[src/rtl/kf_bus_initiator.sv]
// rtl/kf_bus_initiator.sv - timed chip-select/strobe bus initiator for a byte-wide peripheral
// Bus outputs are registered from the next-state decode so no host input reaches them combinationally.
module kf_bus_initiator #(
  parameter int unsigned SETUP_CYCLES    = 1,
  parameter int unsigned PULSE_CYCLES    = 2,
  parameter int unsigned HOLD_CYCLES     = 1,
  parameter int unsigned RECOVERY_CYCLES = 1
) (
  input  logic       clock,
  input  logic       reset_n,
  input  logic       req,
  input  logic       req_write,
  input  logic [1:0] req_address,
  input  logic [7:0] req_data,
  output logic       busy,
  output logic       done,
  output logic [7:0] read_data,
  output logic       chip_select_n,
  output logic       read_enable_n,
  output logic       write_enable_n,
  output logic [1:0] address,
  output logic [7:0] data_bus_out,
  output logic       data_bus_out_enable,
  input  logic [7:0] data_bus_in
);

  typedef enum logic [2:0] {IDLE, SETUP, STROBE, HOLD, RECOVER} state_e;

  localparam logic [7:0] SETUP_LD = 8'((SETUP_CYCLES == 0) ? 0 : SETUP_CYCLES - 1);
  localparam logic [7:0] PULSE_LD = 8'(PULSE_CYCLES - 1);
  localparam logic [7:0] HOLD_LD  = 8'(HOLD_CYCLES - 1);
  localparam logic [7:0] REC_LD   = 8'((RECOVERY_CYCLES == 0) ? 0 : RECOVERY_CYCLES - 1);

  state_e     state_q, state_d;
  logic [7:0] cnt_q, cnt_d;
  logic       wr_q, wr_d;
  logic [1:0] address_q, address_d;
  logic [7:0] wdata_q, wdata_d;
  logic [7:0] rdata_q, rdata_d;
  logic       done_q, done_d;
  logic       cs_n_q, cs_n_d;
  logic       rd_n_q, rd_n_d;
  logic       wr_n_q, wr_n_d;
  logic       oe_q, oe_d;
  logic       accept;
  logic       in_cycle;

  always_comb begin
    state_d   = state_q;
    cnt_d     = cnt_q;
    wr_d      = wr_q;
    address_d = address_q;
    wdata_d   = wdata_q;
    rdata_d   = rdata_q;
    done_d    = 1'b0;
    accept    = 1'b0;
    case (state_q)
      IDLE: accept = req;
      SETUP: begin
        if (cnt_q == 8'd0) begin
          state_d = STROBE;
          cnt_d   = PULSE_LD;
        end else cnt_d = cnt_q - 8'd1;
      end
      STROBE: begin
        if (cnt_q == 8'd0) begin
          state_d = HOLD;
          cnt_d   = HOLD_LD;
          if (!wr_q) rdata_d = data_bus_in;
        end else cnt_d = cnt_q - 8'd1;
      end
      HOLD: begin
        if (cnt_q == 8'd0) begin
          done_d = 1'b1;
          if (RECOVERY_CYCLES != 0) begin
            state_d = RECOVER;
            cnt_d   = REC_LD;
          end else begin
            // With no recovery the last hold edge doubles as an IDLE sample point,
            // so a pending request starts the next cycle without a CS# gap.
            state_d = IDLE;
            accept  = req;
          end
        end else cnt_d = cnt_q - 8'd1;
      end
      RECOVER: begin
        if (cnt_q == 8'd0) state_d = IDLE;
        else cnt_d = cnt_q - 8'd1;
      end
      default: state_d = IDLE;
    endcase
    if (accept) begin
      wr_d      = req_write;
      address_d = req_address;
      wdata_d   = req_data;
      if (SETUP_CYCLES != 0) begin
        state_d = SETUP;
        cnt_d   = SETUP_LD;
      end else begin
        state_d = STROBE;
        cnt_d   = PULSE_LD;
      end
    end
    in_cycle = (state_d == SETUP) || (state_d == STROBE) || (state_d == HOLD);
    cs_n_d   = !in_cycle;
    rd_n_d   = !((state_d == STROBE) && !wr_d);
    wr_n_d   = !((state_d == STROBE) && wr_d);
    oe_d     = in_cycle && wr_d;
  end

  always_ff @(posedge clock or negedge reset_n) begin
    if (!reset_n) begin
      state_q   <= IDLE;
      cnt_q     <= 8'd0;
      wr_q      <= 1'b0;
      address_q <= 2'd0;
      wdata_q   <= 8'd0;
      rdata_q   <= 8'd0;
      done_q    <= 1'b0;
      cs_n_q    <= 1'b1;
      rd_n_q    <= 1'b1;
      wr_n_q    <= 1'b1;
      oe_q      <= 1'b0;
    end else begin
      state_q   <= state_d;
      cnt_q     <= cnt_d;
      wr_q      <= wr_d;
      address_q <= address_d;
      wdata_q   <= wdata_d;
      rdata_q   <= rdata_d;
      done_q    <= done_d;
      cs_n_q    <= cs_n_d;
      rd_n_q    <= rd_n_d;
      wr_n_q    <= wr_n_d;
      oe_q      <= oe_d;
    end
  end

  assign busy                = (state_q != IDLE);
  assign done                = done_q;
  assign read_data           = rdata_q;
  assign chip_select_n       = cs_n_q;
  assign read_enable_n       = rd_n_q;
  assign write_enable_n      = wr_n_q;
  assign address             = address_q;
  assign data_bus_out        = wdata_q;
  assign data_bus_out_enable = oe_q;

endmodule

[config.mk]
export PLATFORM = sky130hd
export DESIGN_NAME = kf_bus_initiator
export DESIGN_NICKNAME = d
export VERILOG_FILES = /design/src/rtl/kf_bus_initiator.sv
export SDC_FILE = /design/constraint.sdc
export NUM_CORES = 1
export LEC_CHECK = 0
export ABC_CLOCK_PERIOD_IN_PS = 5100
export BUFFER_PORTS_ARGS = -buffer_cell sky130_fd_sc_hd__buf_4
export CELL_PAD_IN_SITES_DETAIL_PLACEMENT = 1
export CELL_PAD_IN_SITES_GLOBAL_PLACEMENT = 1
export CORE_AREA = 2 2 66 68
export DETAILED_ROUTE_END_ITERATION = 16
export DIE_AREA = 0 0 68 70
export GPL_TIMING_DRIVEN = 0
export PLACE_DENSITY = 0.88
export SLEW_MARGIN = 25
export SYNTH_ARGS = -nofsm -noshare
export SYNTH_HDL_FRONTEND = slang
export SYNTH_SLANG_ARGS = --single-unit
[constraint.sdc]
create_clock -name clock -period 5.1 [get_ports clock]
set_input_delay 0.51 -clock clock [delete_from_list [all_inputs] [get_ports clock]]
set_output_delay 0.51 -clock clock [all_outputs]
set_load 0.02 [all_outputs]
==> impl_metrics.csv, run 1 <==
group,metric,value,unit
placed_design,place_congestion,0.842,
power_and_ir_drop,p_comb_share,46.2,%
layout,fin_nets,223,
layout,drive_gt1_share,40.8,%
layout,area_growth,30.5,%
grt,first_global_vias,1427,
timing,min_period_over_period,48.3,%
clock_network,clock_latency,0.30,ns
worst_setup_path,worst_path_max_delay_cell,"or4_4",
timing,period_needed,2.46,ns
timing,fmax,406,MHz
power_and_ir_drop,p_int,836,uW
timing,relSlewSlack,47.9,%
detailed_routing,num_vias,1409,
worst_setup_path,cp_num_buf_inv,2,
power_and_ir_drop,p_per_area,634,nW/um^2
synth,synth_seq_cells,35,
worst_setup_path,cp.arrival,2.64,ns
clock_network,hold_buffers,0,
grt,track_usage,20.3,%
synth,synth_cells,148,
run,drv_cap,0,
worst_setup_path,cp_slowest_stage_delay,0.51,ns
power_and_ir_drop,ir_drop,0.270,mV
floorplanning,dieWidth,68,um
detailed_routing,antenna_left,0,
placed_design,portBuffers,45,
clock_network,cts_setup_buffers,0,
grt,grt_max_degree,36,
grt,grt_remaining_overflow,0,
hold_path,hold_class,"in -> async",
outcome,outcome,"finished, final reports clean",
timing,skew,0.00524,ns
timing,rsz0062_at_grt,"no",
timing,setup_tns,0,ns
synth,ys_warn_count,0,
synth,synth.distinct_cells,42,
synth,synth_edf_count,0,
clock_network,clock_path_buffers,2,
layout,utilization,53.3,%
synth,syn_avg_cell_area,11.4,sq um
synth,seq_area_frac_synth,52.0,%
clock_network,tritoncts,"built",
worst_setup_path,critPathCaptureType,"flip-flop",
grt,antenna_found_initial,0,
clock_network,cts_resized,0,
worst_setup_path,r2r_cells,7,
power_and_ir_drop,p_sw,564,uW
synth,synthArstFlopShare,100,%
timing,tightestPinTransition,0.774,ns
timing,whs,0.158,ns
floorplanning,rows,24,
timing,slew_violations,0,
power_and_ir_drop,p_clk_share,18.0,%
clock_network,cts_buffers,5,
clock_network,h-tree-depth,2,
layout,multiInputGateArea,741,sq um
timing,setup_viol_count_final,0,
layout,seq_area,880,sq um
power_and_ir_drop,seq_power_share,35.8,%
synth,synth_fp_nets,171,
synth,synth_ff_type,"dfrtp_1",
detailed_routing,firstDrtPassIters,4,
clock_network,path_clk_slew,0.07,ns
worst_setup_path,r2r_slack,2.64,ns
worst_setup_path,crit_cells,7,
worst_setup_path,required,5.28,ns
floorplanning,start_util,40.9,%
floorplanning,die_area,4760,sq um
grt,grt_pass1_wl,7130,um
power_and_ir_drop,p_leak,0.00102,uW
detailed_routing,wl_per_cell,17.1,um
layout,diodes,0,
worst_setup_path,crit_type,"reg -> reg",
clock_network,clock_tree.root_cell,"clkbuf_8",
clock_network,cts_sinks,35,
floorplanning,ios,46,
power_and_ir_drop,swShare,40.3,%
placed_design,dp_hpwl,3200,um
detailed_routing,drc,0,
floorplanning,core_area,4140,sq um
worst_setup_path,path_cells,"inv_1 -> ha_1 -> nor3b_4 -> nand2_2 -> or4_4 -> buf_6 -> mux2_4",
worst_setup_path,path_max_fanout,9,
detailed_routing,viasPerCell,5.57,
worst_setup_path,crit_family,"simple AND/OR/NAND/NOR gates",
detailed_routing,routed_wl,4330,um
synth,netlist_area,1690,sq um
floorplanning,die_h,70,um
worst_setup_path,worst_setup_path_start_kind,"flip-flop",
timing,final-hold-violation-count,0,
detailed_routing,initialDrtViolationCount,75,
layout,fill_cells,470,
==> power groups by stage <==
stage	registers, uW	clock network (uW)	logic, uW
final	501	252	647
after global routing	519	270	714
after CTS	501	261	650
after detailed placement	504	0	646
after global placement	494	0	621
after floorplan	578	0	329
==> Yosys cell counts, types with 2 or more instances <==
cell      instances  share of area [%]
dfrtp_1          32                 47
nor2_1           11                2.4
mux2_2           10                6.7
inv_1             8                1.8
mux2_4            8                7.1
o21ai_0           8                2.4
a21oi_1           6                1.8
clkbuf_1          6                1.3
a31oi_1           5                1.8
nand2_1           4               0.89
nor3_1            4                1.2
o211ai_1          4                1.8
dfstp_2           3                4.7
nand4_1           3                1.1
o22ai_1           3                1.1
a211oi_1          2               0.89
and2_1            2               0.74
mux2i_1           2                1.2
nand3_1           2               0.59
nor4_1            2               0.74
or3_1             2               0.74
==> routing by layer <==
layer	vias to the layer above	track usage (%)	share of wire, %
met4	0	7.56	2.1
li1	647	-	-
met5	-	0	0
met1	697	24.6	41
met2	57	32.5	50
met3	8	7.57	7.1
==> logic make-up after synthesis <==
group,Yosys count,synth area share [%]
and+or+nand+nor,40,14.9
DFF,35,52.0
AOI/OAI and AO/OA,34,12.7
muxes,20,14.9
buffers and inverters,17,4.29
xor gates and xnor gates,1,0.517
adders and majority gates,1,0.739
==> stage by stage <==
| stage | worst slack, ns | cells | cell area [sq um] | total power (uW) |
|---|---|---|---|---|
| after CTS | 2.63 | 253 | 2210 | 1410 |
| after global routing | 2.51 | 253 | 2210 | 1500 |
| after floorplan | 2.95 | 148 | 1690 | 907 |
| final | 2.64 | 253 | 2210 | 1400 |
| after global placement | 2.72 | 245 | 2100 | 1120 |
| after detailed placement | 2.63 | 245 | 2100 | 1150 |
==> flip-flops by register name, indices dropped and copies added (netlist names), 2 cells and up <==
| name | cells |
|---|---|
| state_q | 3 |
| address | 2 |
| read_data | 8 |
| cnt_q | 8 |
| data_bus_out | 8 |
==> worst paths after layout <==
kind / to / startpoint
worst max-delay path: read_data[2]$_DFFE_PN0P_ / cnt_q[0]$_DFFE_PN0P_
worst min-delay path: read_data[4]$_DFFE_PN0P_ / reset_n
worst max register to register: read_data[2]$_DFFE_PN0P_ / cnt_q[0]$_DFFE_PN0P_
worst min register to register: data_bus_out[1]$_DFFE_PN0P_ / data_bus_out[1]$_DFFE_PN0P_
max in group asynchronous: write_enable_n$_DFF_PN1_ / reset_n
min in group clock: data_bus_out[1]$_DFFE_PN0P_ / req_data[1]
==> cell type report <==
| cell class | instances | share of cell area [%] |
|---|---|---|
| buffer | 8 | 1.76 |
| clock buffer | 5 | 3.12 |
| clock inverter | 3 | 1.98 |
| inverter | 9 | 1.53 |
| multi-input combinational | 96 | 33.5 |
| sequential | 35 | 39.8 |
| tap | 52 | 2.95 |
| timing repair buffer | 45 | 15.3 |
==> layout by cell type (no fill, tap or decap), types with 4 or more instances in the layout <==
master and instances:
dfrtp_1 32, buf_4 45, a31oi_1 5, inv_1 8, clkbuf_1 6, o21ai_0 8
clkbuf_8 5, mux2_2 10, mux2_4 8, o211ai_1 4, nor2_1 11, a21oi_1 6
nand2_1 4, nor3_1 4
(Power assumes the default switching activity.)
==> run 2: changes to the inputs <==
Settings changed: ABC_AREA from default to 1, ABC_CLOCK_PERIOD_IN_PS 5100 to 2400, CORE_AREA 2 2 66 68 to 2 2 70 72, DIE_AREA 0 0 68 70 to 0 0 72 74, PLACE_DENSITY 0.88 to 0.81.
Clock period 5.1 ns to 2.4 ns, I/O delays scaled along.
==> impl_metrics.csv, run 2 <==
group,metric,value,unit
worst_setup_path,crit_family,"simple AND/OR/NAND/NOR gates",
timing,rsz0062_at_grt,"no",
synth,synth_top_area_share,49.4,%
hold_path,whs_path_depth,3,
clock_network,path_clk_slew,0.07,ns
worst_setup_path,r2r_slack,0.73,ns
timing,final-hold-violation-count,0,
placed_design,portBuffers,45,
synth,synth_top_area_cell,"dfrtp_1",
worst_setup_path,crit_path_frequent_cell,"nand3_2",
detailed_routing,initialDrtViolationCount,41,
floorplanning,start_util,35.2,%
detailed_routing,viasPerCell,4.65,
worst_setup_path,regToRegStartpoint,"cnt_q[0]$_DFFE_PN0P_",
layout,multiInputGateArea,628,sq um
synth,synth_cells,188,
timing,slew_violations,0,
timing,period_needed,1.67,ns
layout,final_cell_mix,"nand2_1 (64), buf_4 (45), dfrtp_1 (32)",
layout,final_common_cell,"nand2_1",
clock_network,cts_sinks,35,
floorplanning,die_area,5330,sq um
worst_setup_path,path_cells,"inv_1 -> ha_1 -> nand3_2 -> nor2_2 -> nand3_2 -> buf_6 -> nand2_1 -> o21ai_2",
synth,netlist_area,1620,sq um
timing,tightestPinTransition,0.468,ns
worst_setup_path,cp.arrival,1.85,ns
grt,first_global_vias,1536,
timing,fmax,600,MHz
clock_network,clock_tree.root_cell,"clkbuf_8",
grt,grt_max_degree,36,
layout,diodes,0,
clock_network,tritoncts,"built",
worst_setup_path,crit_cells,8,
synth,synth_edf_count,0,
synth,syn_avg_cell_area,8.62,sq um
synth,synth_ff_type,"dfrtp_1",
placed_design,place_congestion,0.809,
worst_setup_path,startpoint,"cnt_q[0]$_DFFE_PN0P_",
synth,synthArstFlopShare,100,%
detailed_routing,antenna_left,0,
grt,track_usage,16.0,%
timing,skew,0.00367,ns
worst_setup_path,critPathCaptureType,"flip-flop",
synth,seq_area_frac_synth,54.3,%
grt,grt_remaining_overflow,0,
worst_setup_path,worst_setup_path_start_kind,"flip-flop",
layout,fin_nets,264,
power_and_ir_drop,p_leak,0.00116,uW
timing,relSlewSlack,68.8,%
clock_network,cts_buffers,5,
worst_setup_path,cp_slowest_stage_delay,0.38,ns
placed_design,dp_hpwl,2770,um
run,drv_cap,0,
floorplanning,core_area,4600,sq um
worst_setup_path,worst_path_max_delay_cell,"dfrtp_1",
layout,area_growth,30.7,%
clock_network,h-tree-depth,2,
synth,synth_fp_nets,211,
clock_network,hold_buffers,1,
synth,synth_seq_cells,35,
placed_design,place_area,2030,sq um
detailed_routing,num_vias,1375,
clock_network,cts_setup_buffers,0,
layout,fin_area,2120,sq um
detailed_routing,firstDrtPassIters,4,
power_and_ir_drop,p_per_area,492,nW/um^2
timing,min_period_over_period,69.5,%
worst_setup_path,rr_endpoint,"read_data[3]$_DFFE_PN0P_",
floorplanning,rows,25,
timing,setup_tns,0,ns
power_and_ir_drop,ir_drop,0.338,mV
synth,ys_warn_count,0,
clock_network,clock_path_buffers,2,
worst_setup_path,crit_type,"reg -> reg",
worst_setup_path,path_max_fanout,10,
synth,synth_most_common_cell,"nand2_1",
grt,antenna_found_initial,0,
worst_setup_path,required,2.58,ns
detailed_routing,wl_per_cell,12.5,um
clock_network,clock_latency,0.28,ns
grt,grt_pass1_wl,6530,um
worst_setup_path,r2r_cells,8,
layout,drive_gt1_share,31.0,%
worst_setup_path,critPathCapture,"read_data[3]$_DFFE_PN0P_",
synth,synth.distinct_cells,23,
hold_path,hold_class,"in -> reg",
detailed_routing,routed_wl,3710,um
timing,setup_viol_count_final,0,
synth,synth_area_leaders,"dfrtp_1 (49%), nand2_1 (15%), inv_1 (5.6%)",
worst_setup_path,cp_num_buf_inv,2,
synth,ys_top_cells_by_count,"nand2_1 (64), dfrtp_1 (32), inv_1 (24), nor2_1 (16), nand3_1 (10)",
floorplanning,die_h,74,um
detailed_routing,drc,0,
floorplanning,dieWidth,72,um
clock_network,cts_resized,0,
layout,seq_area,880,sq um
layout,fill_cells,560,
outcome,outcome,"finished, final reports clean",
floorplanning,ios,46,
-- run 2: cell count changes after synthesis, sizes merged, moves of 4 or more --
cell | previous run | this run
clkbuf | 6 | 1
nand2 | 5 | 66
a21oi | 6 | 0
nand3 | 2 | 14
nor2 | 11 | 19
a31oi | 5 | 0
inv | 8 | 25
mux2 | 18 | 0
o211ai | 4 | 0
o21ai | 8 | 14
-- run 2: final cells by class --
class | count | share of cell area, %
Sequential cell | 35 | 41.5
Clock inverter | 1 | 0.236
Buffer | 2 | 0.709
Multi-Input combinational cell | 125 | 29.7
Tap cell | 54 | 3.19
Timing Repair Buffer | 46 | 16.4
Clock buffer | 7 | 3.61
Inverter | 26 | 4.61
-- run 2: layer usage --
layer,global-route usage (%),up-vias,part of all wire [%]
li1,-,693,-
met1,18.2,644,44
met2,28.5,30,50
met3,4.34,8,3.9
met4,7.13,0,2.3
met5,0,-,0
-- run 2: report_power, final --
group / internal [uW] / switching, uW / leakage [uW] / total (uW)
clock: 204 / 206 / 0.0000422 / 409
combinational: 23.3 / 19.4 / 0.000718 / 42.8
sequential: 590 / 0 / 0.000402 / 590
total: 817 / 225 / 0.00116 / 1040
-- run 2: logic make-up after synthesis --
kind of cell,count (synthesis),synth area share [%]
simple gates,109,31.0
flops,35,54.3
buf+inv,28,6.95
compound gates,15,6.95
fa+ha+maj,1,0.772
-- run 2: worst min-delay path by stage --
stage,from,end
CTS,req_address[0],address[0]$_DFFE_PN0P_
global route,req_data[2],data_bus_out[2]$_DFFE_PN0P_
finish,req_address[0],address[0]$_DFFE_PN0P_
floorplan,reset_n,address[0]$_DFFE_PN0P_
detailed placement,reset_n,state_q[1]$_DFF_PN0_
global placement,reset_n,state_q[1]$_DFF_PN0_
-- run 2: stage by stage --
step / instances / hold WS (ns) / util [%] / worst slack [ns] / total power (uW)
final: 296 / 0.144 / 46.0 / 0.732 / 1040
after global routing: 296 / 0.154 / 46.0 / 0.542 / 1090
after CTS: 296 / 0.140 / 46.0 / 0.719 / 1060
after detailed placement: 287 / 0.232 / 44.1 / 0.729 / 644
after global placement: 287 / 0.222 / 44.1 / 0.753 / 643
after floorplan: 188 / -0.0556 / - / 0.960 / 605
-- run 2: worst reg2reg max path: stages (launching register included) --
cell and delay, ns:
dfrtp_1 0.38, inv_1 0.10, ha_1 0.19, nand3_2 0.11, nor2_2 0.24, nand3_2 0.21, buf_6 0.21, nand2_1 0.08
o21ai_2 0.05
==> run 3: changes to the inputs <==
Settings changed: ABC_CLOCK_PERIOD_IN_PS 2400 to 1400, CORE_AREA 2 2 70 72 to 2 2 73 75, DIE_AREA 0 0 72 74 to 0 0 75 77, PLACE_DENSITY 0.81 to 0.78.
Clock period 2.4 ns to 1.4 ns, I/O delays scaled along.
==> impl_metrics.csv, run 3 (synthesis gave the netlist of run 2 again) <==
group,metric,value,unit
worst_setup_path,required,1.63,ns
grt,grt_remaining_overflow,0,
clock_network,clock_tree.root_cell,"clkbuf_8",
power_and_ir_drop,p_sw,414,uW
timing,fmax,632,MHz
detailed_routing,firstDrtPassIters,4,
timing,final-hold-violation-count,0,
power_and_ir_drop,p_leak,0.00127,uW
clock_network,cts_buffers,5,
clock_network,cts_sinks,35,
timing,setup_viol_count_final,22,
timing,tightestPinTransition,0.451,ns
layout,drive_gt1_share,49.6,%
power_and_ir_drop,swShare,22.8,%
floorplanning,die_h,77,um
grt,first_global_vias,1618,
detailed_routing,routed_wl,4730,um
detailed_routing,antenna_left,0,
clock_network,path_clk_slew,0.07,ns
clock_network,clock_path_buffers,2,
detailed_routing,viasPerCell,4.59,
timing,relSlewSlack,69.9,%
placed_design,place_area,2070,sq um
detailed_routing,wl_per_cell,14.4,um
clock_network,clock_latency,0.29,ns
worst_setup_path,worst_setup_path_start_kind,"flip-flop",
outcome,violations,"setup timing",
detailed_routing,num_vias,1506,
worst_setup_path,worst_path_max_delay_cell,"dfrtp_1",
timing,setup_slack,-0.183,ns
placed_design,portBuffers,45,
hold_path,hold_class,"in -> reg",
floorplanning,dieWidth,75,um
detailed_routing,initialDrtViolationCount,43,
grt,grt_max_degree,36,
worst_setup_path,critPathCaptureType,"flip-flop",
worst_setup_path,path_max_fanout,4,
floorplanning,start_util,32.6,%
worst_setup_path,cp_slowest_stage_delay,0.44,ns
placed_design,dp_cells,303,
floorplanning,ios,46,
floorplanning,rows,26,
grt,antenna_found_initial,0,
layout,final_common_cell,"buf_4",
detailed_routing,drc,0,
layout,final_cell_mix,"buf_4 (56), nand2_1 (50), dfrtp_1 (29)",
layout,diodes,0,
grt,track_usage,16.6,%
timing,slew_violations,0,
floorplanning,die_area,5780,sq um
power_and_ir_drop,p_total,1810,uW
worst_setup_path,cp_num_buf_inv,1,
outcome,outcome,"complete, but fails checks",
worst_setup_path,crit_family,"simple AND/OR/NAND/NOR gates",
layout,fin_area,2480,sq um
layout,finalNonFillerCells,328,
layout,area_growth,53.3,%
worst_setup_path,cp.arrival,1.81,ns
timing,skew,0.00866,ns
power_and_ir_drop,seq_power_share,55.8,%
timing,period_needed,1.58,ns
power_and_ir_drop,p_clk_share,40.1,%
grt,grt_pass1_wl,7420,um
placed_design,place_congestion,0.753,
layout,fin_nets,280,
floorplanning,core_area,4980,sq um
timing,min_period_over_period,113,%
timing,rsz0062_at_grt,"yes",
timing,whs,0.0485,ns
power_and_ir_drop,ir_drop,0.619,mV
layout,fill_cells,574,
clock_network,h-tree-depth,2,
layout,utilization,49.9,%
power_and_ir_drop,p_comb_share,4.2,%
power_and_ir_drop,p_int,1400,uW
run,drv_cap,0,
worst_setup_path,path_cells,"nor2_1 -> nand3_1 -> nor2_4 -> nand2_1 -> nand3b_1 -> nand2_2 -> nor2_2 -> buf_4",
worst_setup_path,crit_type,"reg -> reg",
power_and_ir_drop,p_per_area,730,nW/um^2
placed_design,dp_hpwl,2870,um
clock_network,tritoncts,"built",
==> run 3: changes by cell type in the layout (fill, tap and decap cells not counted), moves of 4 or more <==
cell and delta:
nand2_1 -14, buf_4 +11, nand2_2 +10, inv_1 -4, nand3_1 -4, nand3_4 +4
nor2_1 -4
==> run 3: worst min-delay path, cell delays in order <==
cell     delay [ns]
buf_4          0.08
nand2_1        0.04
nand2_1        0.05
==> run 3: timing repair <==
| action | CTS | global route |
|---|---|---|
| pin swaps | 7 | 18 |
| gates resized for setup | 27 | 32 |
| setup endpoints to repair | 32 | 35 |
| endpoints found under the hold margin | 32 | 0 |
| hold buffers | 1 | 0 |
| setup buffers | 10 | 5 |
| gates cloned | 0 | 1 |
==> run 3: cell type report <==
class                   instances  area, sq um  area share, %
flip-flops and latches         35          883           35.6
inverters                      26          109           4.38
repair inverters                1         5.00          0.202
clock inverters                 2         12.5          0.504
repair buffers                 61          484           19.5
multi-input cells             125          803           32.3
clock buffers                   6         72.6           2.92
plain buffers                   2         26.3           1.06
well taps                      70         87.6           3.53
==> run 3: worst paths after layout <==
path | from | to | slack, ns | cells past startpoint
worst max-delay path | cnt_q[4]$_DFFE_PN0P_ | chip_select_n$_DFF_PN1_ | -0.18 | 8
worst min-delay path | req_data[1] | data_bus_out[1]$_DFFE_PN0P_ | 0.05 | 3
worst max register to register | cnt_q[4]$_DFFE_PN0P_ | chip_select_n$_DFF_PN1_ | -0.18 | 8
worst min register to register | data_bus_out[7]$_DFFE_PN0P_ | data_bus_out[7]$_DFFE_PN0P_ | 0.49 | 2
max in group asynchronous | reset_n | chip_select_n$_DFF_PN1_ | 0.71 | 2
min in group asynchronous | reset_n | done$_DFF_PN0_ | 0.34 | 2
==> run 3: power groups by stage <==
stage	sequential [uW]	combinational (uW)	clock, uW
after detailed placement	1030	73.7	0
after floorplan	1030	6.63	0
after global routing	1010	85.3	787
final	1010	75.7	726
after CTS	1010	76.5	753
after global placement	1030	72.0	0
==> run 3: routing by layer <==
metal / share of wire, % / vias to the layer above / wire length [um] / global-route usage, %
met2: 53 / 40 / 2480 / 27.2
met5: 0 / - / 0 / 0
met3: 4.6 / 6 / 217 / 5.12
met1: 42 / 736 / 1970 / 21.0
met4: 1.2 / 0 / 57 / 3.75
li1: - / 724 / - / -
==> run 3: through the flow <==
stage | setup TNS (ns) | setup slack (ns)
global route | -4.94 | -0.288
floorplan | 0 | 0.00710
finish | -2.59 | -0.183
global placement | -1.44 | -0.152
detailed placement | -2.38 | -0.216
CTS | -0.862 | -0.113
